`config.mk`:
```
export PLATFORM = sky130hd
export DESIGN_NAME = fibre_tx
export DESIGN_NICKNAME = d
export VERILOG_FILES = /design/src/rtl/fibre_link_pkg.sv /design/src/rtl/fibre_bit_timer.sv /design/src/rtl/fibre_tx.sv
export SDC_FILE = /design/constraint.sdc
export NUM_CORES = 1
export LEC_CHECK = 0
export CORE_MARGIN = 4
export CORE_UTILIZATION = 55
export DETAILED_ROUTE_END_ITERATION = 8
export PLACE_DENSITY = 0.85
export SLEW_MARGIN = 20
export SYNTH_ARGS = -nofsm -noshare
export SYNTH_HDL_FRONTEND = slang
export SYNTH_SLANG_ARGS = --single-unit
```
`constraint.sdc`:
```
create_clock -name clk_x8 -period 2.59 [get_ports clk_x8]
set_input_delay 0.518 -clock clk_x8 [delete_from_list [all_inputs] [get_ports clk_x8]]
set_output_delay 0.518 -clock clk_x8 [all_outputs]
set_load 0.1 [all_outputs]
```
`src/rtl/fibre_link_pkg.sv`:
```
// Shared fibre link constants and transmitter state encoding; the CDR deframer must use the same defaults.
package fibre_link_pkg;

    localparam int unsigned DEF_OVERSAMPLE    = 8;
    localparam int unsigned DEF_PREAMBLE_BITS = 16;
    localparam logic [7:0]  DEF_SYNC_BYTE     = 8'hD5;
    localparam int unsigned DEF_MAX_RUN       = 5;
    localparam int unsigned DEF_EOF_BITS      = 8;

    typedef enum logic [2:0] {
        ST_IDLE     = 3'd0,
        ST_PREAMBLE = 3'd1,
        ST_SYNC     = 3'd2,
        ST_DATA     = 3'd3,
        ST_EOF      = 3'd4
    } tx_state_t;

    typedef struct packed {
        logic       last;
        logic [7:0] data;
    } tx_beat_t;

endpackage

```
`src/rtl/fibre_bit_timer.sv`:
```
// Free-running line-bit counter; bstb_c marks the last clk_x8 cycle of every line bit.
module fibre_bit_timer
    import fibre_link_pkg::*;
#(
    parameter int unsigned OVERSAMPLE = DEF_OVERSAMPLE
) (
    input  logic clk_x8,
    input  logic rst,
    output logic bstb_c
);

    localparam int unsigned CW = (OVERSAMPLE > 1) ? $clog2(OVERSAMPLE) : 1;

    logic [CW-1:0] cnt;

    assign bstb_c = (cnt == CW'(OVERSAMPLE - 1));

    always_ff @(posedge clk_x8 or posedge rst) begin
        if (rst) begin
            cnt <= '0;
        end else if (bstb_c) begin
            cnt <= '0;
        end else begin
            cnt <= cnt + CW'(1);
        end
    end

endmodule

```
`src/rtl/fibre_tx.sv`:
```
// Fibre line transmitter: alternating idle/preamble, sync byte, bit-stuffed payload and a ones EOF run.
module fibre_tx
    import fibre_link_pkg::*;
#(
    parameter int unsigned OVERSAMPLE    = DEF_OVERSAMPLE,
    parameter int unsigned PREAMBLE_BITS = DEF_PREAMBLE_BITS,
    parameter logic [7:0]  SYNC_BYTE     = DEF_SYNC_BYTE,
    parameter int unsigned MAX_RUN       = DEF_MAX_RUN,
    parameter int unsigned EOF_BITS      = DEF_EOF_BITS
) (
    input  logic       clk_x8,
    input  logic       rst,
    input  logic [7:0] tx_data,
    input  logic       tx_valid,
    input  logic       tx_last,
    output logic       tx_ready,
    output logic       d_out,
    output logic       busy,
    output logic       underrun
);

    localparam int unsigned CNT_MAX = (PREAMBLE_BITS > EOF_BITS) ? PREAMBLE_BITS : EOF_BITS;
    localparam int unsigned CNT_W   = (CNT_MAX < 8) ? 4 : $clog2(CNT_MAX + 1);
    localparam int unsigned RUN_W   = $clog2(MAX_RUN + 1);

    tx_state_t         state, state_nx;
    logic [CNT_W-1:0]  cnt, cnt_nx;
    logic [7:0]        shreg, shreg_nx;
    logic [3:0]        bit_idx, bit_idx_nx;
    logic              cur_last, cur_last_nx;
    logic              run_val, run_val_nx;
    logic [RUN_W-1:0]  run_len, run_len_nx;
    logic              d_nx, underrun_nx;
    logic              load, emit, dbit;
    logic              bstb;
    logic              buf_full;
    tx_beat_t          buf_q;

    assign buf_full = !tx_ready;

    fibre_bit_timer #(
        .OVERSAMPLE(OVERSAMPLE)
    ) u_timer (
        .clk_x8 (clk_x8),
        .rst    (rst),
        .bstb_c (bstb)
    );

    // Next-state and line-bit selection; everything advances only on a bit boundary.
    always_comb begin
        state_nx    = state;
        cnt_nx      = cnt;
        shreg_nx    = shreg;
        bit_idx_nx  = bit_idx;
        cur_last_nx = cur_last;
        run_val_nx  = run_val;
        run_len_nx  = run_len;
        d_nx        = d_out;
        underrun_nx = 1'b0;
        load        = 1'b0;
        emit        = 1'b0;
        dbit        = 1'b0;

        if (bstb) begin
            unique case (state)
                ST_IDLE: begin
                    d_nx = ~d_out;
                    if (buf_full) begin
                        state_nx = ST_PREAMBLE;
                        cnt_nx   = CNT_W'(1);
                    end
                end
                ST_PREAMBLE: begin
                    if (cnt == CNT_W'(PREAMBLE_BITS)) begin
                        state_nx = ST_SYNC;
                        d_nx     = SYNC_BYTE[0];
                        cnt_nx   = CNT_W'(1);
                    end else begin
                        d_nx   = ~d_out;
                        cnt_nx = cnt + CNT_W'(1);
                    end
                end
                ST_SYNC: begin
                    d_nx   = SYNC_BYTE[cnt[2:0]];
                    cnt_nx = cnt + CNT_W'(1);
                    if (cnt == CNT_W'(7)) begin
                        state_nx   = ST_DATA;
                        load       = 1'b1;
                        run_len_nx = '0;
                    end
                end
                ST_DATA: begin
                    if (run_len == RUN_W'(MAX_RUN)) begin
                        // Stuffed complement; does not consume a payload bit.
                        d_nx       = ~run_val;
                        run_val_nx = ~run_val;
                        run_len_nx = RUN_W'(1);
                    end else if (bit_idx == 4'd8) begin
                        if (cur_last) begin
                            state_nx = ST_EOF;
                            d_nx     = 1'b1;
                            cnt_nx   = CNT_W'(1);
                        end else if (buf_full) begin
                            load = 1'b1;
                            emit = 1'b1;
                        end else begin
                            underrun_nx = 1'b1;
                            state_nx    = ST_EOF;
                            d_nx        = 1'b1;
                            cnt_nx      = CNT_W'(1);
                        end
                    end else begin
                        emit = 1'b1;
                    end
                end
                ST_EOF: begin
                    if (cnt == CNT_W'(EOF_BITS)) begin
                        state_nx = ST_IDLE;
                        d_nx     = 1'b0;
                    end else begin
                        d_nx   = 1'b1;
                        cnt_nx = cnt + CNT_W'(1);
                    end
                end
                default: begin
                    state_nx = ST_IDLE;
                end
            endcase
        end

        if (load) begin
            shreg_nx    = buf_q.data;
            cur_last_nx = buf_q.last;
            bit_idx_nx  = 4'd0;
        end

        // Emit one payload bit LSB first and extend or restart the run.
        if (emit) begin
            dbit       = shreg_nx[0];
            d_nx       = dbit;
            shreg_nx   = {1'b0, shreg_nx[7:1]};
            bit_idx_nx = bit_idx_nx + 4'd1;
            if ((run_len_nx != '0) && (dbit == run_val_nx)) begin
                run_len_nx = run_len_nx + RUN_W'(1);
            end else begin
                run_val_nx = dbit;
                run_len_nx = RUN_W'(1);
            end
        end
    end

    always_ff @(posedge clk_x8 or posedge rst) begin
        if (rst) begin
            state    <= ST_IDLE;
            cnt      <= '0;
            shreg    <= '0;
            bit_idx  <= '0;
            cur_last <= 1'b0;
            run_val  <= 1'b0;
            run_len  <= '0;
            d_out    <= 1'b0;
            busy     <= 1'b0;
            underrun <= 1'b0;
        end else begin
            state    <= state_nx;
            cnt      <= cnt_nx;
            shreg    <= shreg_nx;
            bit_idx  <= bit_idx_nx;
            cur_last <= cur_last_nx;
            run_val  <= run_val_nx;
            run_len  <= run_len_nx;
            d_out    <= d_nx;
            busy     <= (state_nx != ST_IDLE);
            underrun <= underrun_nx;
        end
    end

    // Single-entry holding buffer; a load can only happen while it is full.
    always_ff @(posedge clk_x8 or posedge rst) begin
        if (rst) begin
            tx_ready <= 1'b1;
            buf_q    <= '0;
        end else if (load) begin
            tx_ready <= 1'b1;
        end else if (tx_valid && tx_ready) begin
            buf_q.data <= tx_data;
            buf_q.last <= tx_last;
            tx_ready   <= 1'b0;
        end
    end

endmodule

```
Word-level counts from Yosys, hierarchy flattened
Memories as Yosys holds them, arrays and structs flattened.
Cells that the tools add are included.
- flip-flop bits (word level): 41
- memories kept: 1
- ROM bits: 8
- input port bits: 12
- logic and storage cells: 116
- output and inout bits: 4
- memories (name ; words ; width ; rd ports ; clocked after Yosys merged registers in ; wr ports ; line ; text):
    (name not given) ; 8 ; 1 ; 1 ; 0 ; 0 ; fibre_tx.sv:84 ; d_nx = SYNC_BYTE[cnt[2:0]];
- $lt $le $gt $ge: 1
- reductions and logical operators: 12
- equal/unequal tests: 18
- bitwise operators: 3
- $add $sub $neg: 4
- multiplexer cells: 63
- operators by type and width (operator ; count):
    two-way mux 3 bit ; 15
    two-way mux 5 bit ; 7
    two-way mux 1 bit ; 32
    case mux 5 bit (5 select lines) ; 1
    two-way mux 8 bit ; 2
    case mux 3 bit (5 select lines) ; 1
    == test 3 bit (second input constant) ; 3
    two-way mux 4 bit ; 2
    inequality test 2 bit (second input constant) ; 4
    AND reduction 7 bit ; 1
    adder 3 x 1 -> 3 bit (second input constant) ; 2
    == test 3 x 2 -> 1 bit (second input constant) ; 2
    case mux 3 bit (2 select lines) ; 1
    nonzero test 3 bit ; 2
    nonzero test 6 bit ; 1
    adder 5 x 1 -> 5 bit (second input constant) ; 1
    == test 5 x 3 -> 1 bit (second input constant) ; 1
    == test 5 x 4 -> 1 bit (second input constant) ; 1
    == test 5 bit (second input constant) ; 1
    inequality test 5 bit (second input constant) ; 1
    case mux 1 bit (5 select lines) ; 1
    nonzero test 5 bit ; 1
    adder 4 x 1 -> 4 bit (second input constant) ; 1
    == test 4 bit (second input constant) ; 1
    12 further kinds ; 16

Logic depth before layout (Yosys ltp)
Gate-level depths: netlist of the first run.
- depth after elaboration: 11
- gate-level depth with buffers: 10
- depth with buffers taken out: 8

Modules after synthesis
Synthesis of the first run repeated with hierarchy kept, for this count alone.
- cells, all modules: 200
- area, all modules: 2185.8 um^2
- by module, submodules not included (module ; area each (um^2) ; instances ; seq. area each (um^2) ; cells an instance):
    fibre_tx ; 2078.2 ; 1 ; 952.2 ; 193
    fibre_bit_timer ; 107.6 ; 1 ; 75.1 ; 7

Worst setup path before layout of the first run
Ideal clock, no wire load.
- path type: flip-flop to flip-flop
- from: reg tx_ready
- to: reg bit_idx[1]
- setup slack: 484 ps
- setup time: 125 ps
- cell stages (with the launch flop): 7
- data arrival time: 1982 ps
- path through: dfstp_2 nor2_1 and4_1 o21a_4 and2b_1 ha_1 mux2_2
- cells in the longest elaborated chain, start to end: 9
- elaborated cells on any way between the ends: 13
- RTL lines (item ; line ; text):
    start, declared ; fibre_tx.sv:16 ; output logic tx_ready,
    start signal, assigned ; fibre_tx.sv:181 ; tx_ready <= 1'b1;
    start signal, assigned ; fibre_tx.sv:184 ; tx_ready <= 1'b1;
    start signal, assigned ; fibre_tx.sv:188 ; tx_ready <= 1'b0;
    two-way mux 1 bit (*) ; fibre_tx.sv:103 ; end else if (buf_full) begin
    two-way mux 1 bit (*) ; fibre_tx.sv:99 ; if (cur_last) begin
    two-way mux 1 bit ; fibre_tx.sv:98 ; end else if (bit_idx == 4'd8) begin
    two-way mux 1 bit ; fibre_tx.sv:93 ; if (run_len == RUN_W'(MAX_RUN)) begin
    case mux 1 bit (2 select lines) ; fibre_tx.sv:65 ; unique case (state)
    two-way mux 1 bit ; fibre_tx.sv:64 ; if (bstb) begin
    two-way mux 4 bit ; fibre_tx.sv:131 ; if (load) begin
    adder 4 x 1 -> 4 bit ; fibre_tx.sv:142 ; bit_idx_nx = bit_idx_nx + 4'd1;
    two-way mux 4 bit (*) ; fibre_tx.sv:138 ; if (emit) begin
    via bit_idx_nx[1] ; fibre_tx.sv:29 ; logic [3:0] bit_idx, bit_idx_nx;
    end signal, assigned ; fibre_tx.sv:168 ; bit_idx <= bit_idx_nx;
    end, declared ; fibre_tx.sv:29 ;
Mark *: on every way through the listed nets, which the timed path passes. The rest lies on a longest branch.
A chain may end at the register's enable or synchronous reset.

Final worst setup path of the first run
- from: reg u_timer.cnt[0]
- to: reg buf_q[7] (netlist bit)
- cells in the longest elaborated chain, start to end: 4
- RTL lines (item ; line ; text):
    start, declared ; fibre_bit_timer.sv:14 ; logic [CW-1:0] cnt;
    start signal, assigned ; fibre_bit_timer.sv:24 ; cnt <= cnt + CW'(1);
    == test 3 bit ; fibre_bit_timer.sv:16 ; assign bstb_c = (cnt == CW'(OVERSAMPLE - 1));
    two-way mux 1 bit ; fibre_tx.sv:64 ;
    NOT 1 bit (no line) ; -- ;
    AND reduction 2 bit (no line) ; -- ;
    end, declared ; fibre_tx.sv:37 ; tx_beat_t buf_q;
No other way between the ends.

==> results.json, run 1 <==
{
  "outcome": "complete, no violations",
  "fin_ws_ns": 0.430,
  "start_util": 0.582,
  "skew_ns": 0.00553,
  "cts-buffers-inserted": 5,
  "start_kind": "register",
  "cts_max_path_buffers": 2,
  "first_global_vias": 1553,
  "dieArea_mm2": 0.00507,
  "pre_cts_ws_ns": 0.425,
  "postSynthAreaPerCell_um2": 11.2,
  "num_rows": 22,
  "nets": 231,
  "clk_latency_ns": 0.28,
  "grt_pass1_wl_um": 7130,
  "dieHeight_um": 71.2,
  "intPower_mw": 0.898,
  "routed_wl_um": 3940,
  "cts_root_buf": "clkbuf_8",
  "yosys_warnings": 0,
  "place.gp.congestion": 0.787,
  "drt_iter0_markers": 84,
  "worst-setup-path-type": "reg2reg",
  "syn_inst": 196,
  "max_cap_violations": 0,
  "setup_viol": 0,
  "cts.sinks": 41,
  "p_sw_frac": 0.201,
  "drv_slew": 0,
  "grt-ovfl-total": 0,
  "diodes": 0,
  "antenna_found_initial": 0,
  "power_frac_seq": 0.591,
  "period_needed_ns": 2.16,
  "synthesis.nets": 215,
  "worstPathMaxFanout": 9,
  "gr-usage-all-layers": 0.177,
  "synth.distinct_cells": 57,
  "ys_seq_area_frac": 0.468,
  "slew_headroom": 0.536,
  "fillCellCount": 308,
  "pin_count": 16,
  "hold_path.class": "reg2reg",
  "viasPerCell": 5.77,
  "clkPwrFrac": 0.368,
  "cp.required_ns": 2.76,
  "cts_resized": 0,
  "hpwl_um": 2890,
  "fin_setup_tns_ns": 0,
  "synth-async-reset-ratio": 1.00,
  "wire_per_inst_um": 15.1,
  "period_share": 0.834,
  "cellPowerDensity_mw_per_mm2": 455,
  "worstPathArrival_ns": 2.33,
  "core_mm2": 0.00377,
  "netSwitchingPower_mw": 0.226,
  "cts_setup_buffers": 0,
  "dieWidth_um": 71.2,
  "power_mw": 1.12,
  "syn_area_mm2": 0.00220,
  "ctsHoldBuffers": 0,
  "vias": 1507,
  "drive_gt1_frac": 0.188,
  "cts_tree": "yes",
  "synth-edff-count": 0,
  "clkTransAtPathRegs_ns": 0.07,
  "rsz0062_at_grt": "false",
  "htreeDepth": 2,
  "detail-route-antenna-nets": 0,
  "place_area_mm2": 0.00238,
  "final_hold_viol_count": 0,
  "design_area_mm2": 0.00247,
  "ir_drop_v": 0.000448,
  "port_buffers": 15,
  "fmax_mhz": 463,
  "grt_max_degree": 42,
  "p_comb_frac": 0.041,
  "synth_seq_cells": 41,
  "synth_flop_cell": "dfrtp_1",
  "drc": 0,
  "cellLeakagePower_nw": 1.10,
  "worst_pin_slew_ns": 0.689,
  "end_kind": "register",
  "dr.pass1.iters": 4,
  "area_growth_syn_to_layout_pct": 12.4
}
-- cells in the mapped netlist (4+ instances only) --
cell type	number	area, um^2
a21oi_1	4	20.0
nand3_1	5	25.0
nand2_1	13	48.8
inv_1	8	30.0
mux2_2	11	124
dfrtp_1	40	1000
mux2i_1	18	180
ha_1	7	87.6
buf_2	8	40.0
o21ai_0	16	80.1
nor2b_1	4	25.0
nor2_1	9	33.8
-- state kept, by name, indices dropped and copies added (netlist names) --
name,cells
tx_ready,1
busy,1
underrun,1
u_timer.cnt,3
cur_last,1
run_len,3
bit_idx,4
run_val,1
buf_q,9
state,3
d_out,1
cnt,5
shreg,8
-- per-layer routing --
layer | share of wire | global-route usage | wire length (um) | vias to the layer above
met1 | 0.44 | 0.227 | 1750 | 738
met3 | 0.028 | 0.0426 | 109 | 7
li1 | - | - | - | 738
met2 | 0.51 | 0.294 | 2010 | 24
met4 | 0.017 | 0.0585 | 65 | 0
met5 | 0 | 0 | 0 | -
-- final timing paths --
check	startpoint	to	slack, ns	cells after the start
worst max-delay path	u_timer.cnt[0]$_DFF_PP0_	buf_q[7]$_DFFE_PP0P_	0.43	6
max in group asynchronous	rst	tx_ready$_DFFE_PP1P_	1.56	3
worst min-delay path	u_timer.cnt[0]$_DFF_PP0_	u_timer.cnt[0]$_DFF_PP0_	0.44	1
worst max register to register	u_timer.cnt[0]$_DFF_PP0_	buf_q[7]$_DFFE_PP0P_	0.43	6
worst min register to register	u_timer.cnt[0]$_DFF_PP0_	u_timer.cnt[0]$_DFF_PP0_	0.44	1
min in group asynchronous	rst	u_timer.cnt[2]$_DFF_PP0_	0.67	3
-- power by group through the flow --
stage,combinational [mW],sequential (mW),clock (mW)
after global placement,0.0451,0.676,0
final,0.0459,0.664,0.414
after CTS,0.0471,0.664,0.429
after floorplan,0.0259,0.672,0
after global routing,0.0523,0.666,0.459
after detailed placement,0.0471,0.677,0
-- metrics by stage --
| stage | utilization | std cells | hold WS (ns) |
|---|---|---|---|
| final | 0.655 | 261 | 0.439 |
| after global placement | 0.631 | 253 | 0.415 |
| after floorplan | - | 196 | 0.403 |
| after global routing | 0.655 | 261 | 0.460 |
| after detailed placement | 0.631 | 253 | 0.432 |
| after CTS | 0.655 | 261 | 0.444 |
-- area by class of cell --
| class | instances | area, um^2 | area share |
|---|---|---|---|
| Tap cell | 48 | 60.1 | 0.0243 |
| Clock buffer | 8 | 90.1 | 0.0365 |
| Timing Repair Buffer | 20 | 178 | 0.0720 |
| Multi-Input combinational cell | 136 | 1080 | 0.439 |
| Sequential cell | 41 | 1030 | 0.416 |
| Inverter | 8 | 30.0 | 0.0122 |
-- placed cells by master (no fill, tap or decap), types with 3 or more instances in the layout --
cell and n:
dfrtp_1 40, mux2i_1 18, o21ai_0 16, nand2_1 13, mux2_2 11, clkdlybuf4s50_1 11
nor2_1 9, buf_4 9, inv_1 8, ha_1 7, clkbuf_8 6, nand3_1 5
nor2b_1 4, a21oi_1 4, nand4_1 3
-- worst max-delay path: stages (launching register included) --
cell and delay [ns]:
dfrtp_1 0.39, ha_1 0.20, ha_1 0.19, and3b_1 0.24
nand2_1 0.18, and3_1 0.45, mux2_2 0.39
-- cells by family (layout without fill, tap and decap cells) --
kind of cell | Yosys count | after routing | synth area share
multiplexers | 30 | 30 | 0.149
AND/OR/NAND/NOR | 55 | 55 | 0.162
adder cells (fa/ha/maj) | 7 | 7 | 0.0399
buffers and inverters | 19 | 36 | 0.0388
XOR/XNOR | 4 | 4 | 0.0194
AO/OA/AOI/OAI | 40 | 40 | 0.123
flip-flops | 41 | 41 | 0.468
Power figures use the tool's default switching activity.
==> run 2: changes to the inputs <==
==> constraint.sdc (replaced) <==
create_clock -name clk_x8 -period 2.1 [get_ports clk_x8]
set_input_delay 0.42 -clock clk_x8 [delete_from_list [all_inputs] [get_ports clk_x8]]
set_output_delay 0.42 -clock clk_x8 [all_outputs]
set_load 0.1 [all_outputs]
==> results.json, run 2 (synthesis gave the netlist of run 1 again) <==
{
  "outcome": "complete, no violations",
  "drv_slew": 0,
  "dr.pass1.iters": 4,
  "grt_pass1_wl_um": 7310,
  "hold_path.class": "reg2reg",
  "cts-buffers-inserted": 5,
  "drive_gt1_frac": 0.284,
  "core_mm2": 0.00377,
  "clkTransAtPathRegs_ns": 0.08,
  "port_buffers": 15,
  "slew_headroom": 0.760,
  "min_from": "u_timer.cnt[0]$_DFF_PP0_",
  "top_register": "buf_q",
  "min_to": "u_timer.cnt[0]$_DFF_PP0_",
  "grt-ovfl-total": 0,
  "fillCellCount": 259,
  "cellPowerDensity_mw_per_mm2": 528,
  "max_cap_violations": 0,
  "area_growth_syn_to_layout_pct": 20.9,
  "skew_ns": 0.0103,
  "setup_viol": 0,
  "final_hold_viol_count": 0,
  "ctsHoldBuffers": 0,
  "ir_drop_v": 0.000401,
  "nets": 247,
  "grt_max_degree": 42,
  "detail-route-antenna-nets": 0,
  "end_kind": "register",
  "hpwl_um": 3120,
  "cts.sinks": 41,
  "period_needed_ns": 2.07,
  "start_kind": "register",
  "fmax_mhz": 483,
  "antenna_found_initial": 0,
  "dieArea_mm2": 0.00507,
  "clk_latency_ns": 0.30,
  "crit_slowest_cell": "dfrtp_1",
  "dieWidth_um": 71.2,
  "viasPerCell": 5.90,
  "cts_root_buf": "clkbuf_8",
  "crit_path_max_incr_delay_ns": 0.42,
  "rsz0062_at_grt": "true",
  "period_share": 0.985,
  "routed_wl_um": 4490,
  "layout_common_cells": "39 x dfrtp_1, 22 x buf_4, 17 x mux2i_1, 16 x o21ai_0",
  "htreeDepth": 2,
  "drc": 0,
  "r2r-start": "cnt[1]$_DFFE_PP0P_",
  "cts_max_path_buffers": 2,
  "place_area_mm2": 0.00251,
  "worstPathMaxFanout": 4,
  "cellLeakagePower_nw": 1.19,
  "start_util": 0.582,
  "crit_path_cell_trace": "ha_2, nand2_4, nor4_4, o21a_4, and2b_1, ha_1, mux2_2",
  "vias": 1634,
  "num_rows": 22,
  "fin_util": 0.704,
  "worstPathArrival_ns": 2.25,
  "r2r_end": "bit_idx[1]$_DFF_PP0_",
  "place.gp.congestion": 0.855,
  "cts_tree": "yes",
  "design_area_mm2": 0.00266,
  "ff2ff_path_depth": 7,
  "worst-setup-path-type": "reg2reg",
  "r2r_setup_slack_ns": 0.03,
  "wire_per_inst_um": 16.2,
  "cp.required_ns": 2.28,
  "top_regs": "buf_q x9, shreg x8, cnt x5",
  "pin_count": 16,
  "dieHeight_um": 71.2,
  "drt_iter0_markers": 158,
  "largest_reg_flops": 9,
  "diodes": 0,
  "first_global_vias": 1627,
  "final_common_cell": "dfrtp_1",
  "fin_setup_tns_ns": 0,
  "hold_depth": 1,
  "gr-usage-all-layers": 0.183,
  "worst_pin_slew_ns": 0.357
}
## run 2: changes by cell type in the layout (fill, tap and decap cells not counted), sizes merged
cell,delta
buf,+16
clkbuf,-3
clkinv,+1
clkinvlp,+1
inv,+1
## run 2: metrics by stage
stage	std cells	hold WS, ns	total power [mW]	worst slack [ns]
after CTS	273	0.439	1.41	0.0362
after detailed placement	265	0.429	0.897	0.0415
after global routing	277	0.460	1.46	-0.0723
after floorplan	196	0.403	0.861	0.0201
after global placement	265	0.416	0.893	0.103
final	277	0.442	1.40	0.0306
## run 2: layer usage
metal  GRT usage  vias up  share of wire
li1            -      764              -
met1       0.220      812           0.43
met2       0.303       44           0.50
met3      0.0497       14          0.040
met4      0.0835        0          0.026
met5           0        -              0
## run 2: area by class of cell
| class | instances | area (um^2) | area share |
|---|---|---|---|
| clock buffer | 5 | 68.8 | 0.0259 |
| clock inverter | 3 | 21.3 | 0.00801 |
| inverter | 8 | 30.0 | 0.0113 |
| multi-input combinational | 136 | 1110 | 0.417 |
| sequential | 41 | 1030 | 0.389 |
| tap | 48 | 60.1 | 0.0226 |
| timing repair buffer | 36 | 335 | 0.126 |
## run 2: timing repair
action	4_1_cts	5_1_grt
setup buffers	0	4
gates resized for setup	0	9
endpoints found under the hold margin	0	0
endpoints found under the setup margin	0	15
## run 2: worst max path at each step
stage	from	to	cells past startpoint
after detailed placement	cnt[0]$_DFFE_PP0P_	bit_idx[1]$_DFF_PP0_	7
final	cnt[1]$_DFFE_PP0P_	bit_idx[1]$_DFF_PP0_	7
after floorplan	u_timer.cnt[0]$_DFF_PP0_	bit_idx[1]$_DFF_PP0_	9
after global placement	u_timer.cnt[0]$_DFF_PP0_	run_len[2]$_DFF_PP0_	7
after global routing	cnt[1]$_DFFE_PP0P_	bit_idx[1]$_DFF_PP0_	7
after CTS	u_timer.cnt[0]$_DFF_PP0_	bit_idx[1]$_DFF_PP0_	7
## run 2: worst max-delay path, delay by kind of cell (launching register included)
family	cells	cell delay (ns)
AO/OA/AOI/OAI	1	0.21
adder cells (fa/ha/maj)	2	0.50
flip-flops	1	0.42
multiplexers	1	0.26
AND/OR/NAND/NOR	3	0.58
## run 2: report_power, final
part / leakage (nW) / internal, mW / total (mW) / switching [mW]
Sequential: 0.531 / 0.806 / 0.820 / 0.0142
Clock: 0.0445 / 0.236 / 0.521 / 0.286
Combinational: 0.611 / 0.0366 / 0.0611 / 0.0245
Total: 1.19 / 1.08 / 1.40 / 0.324
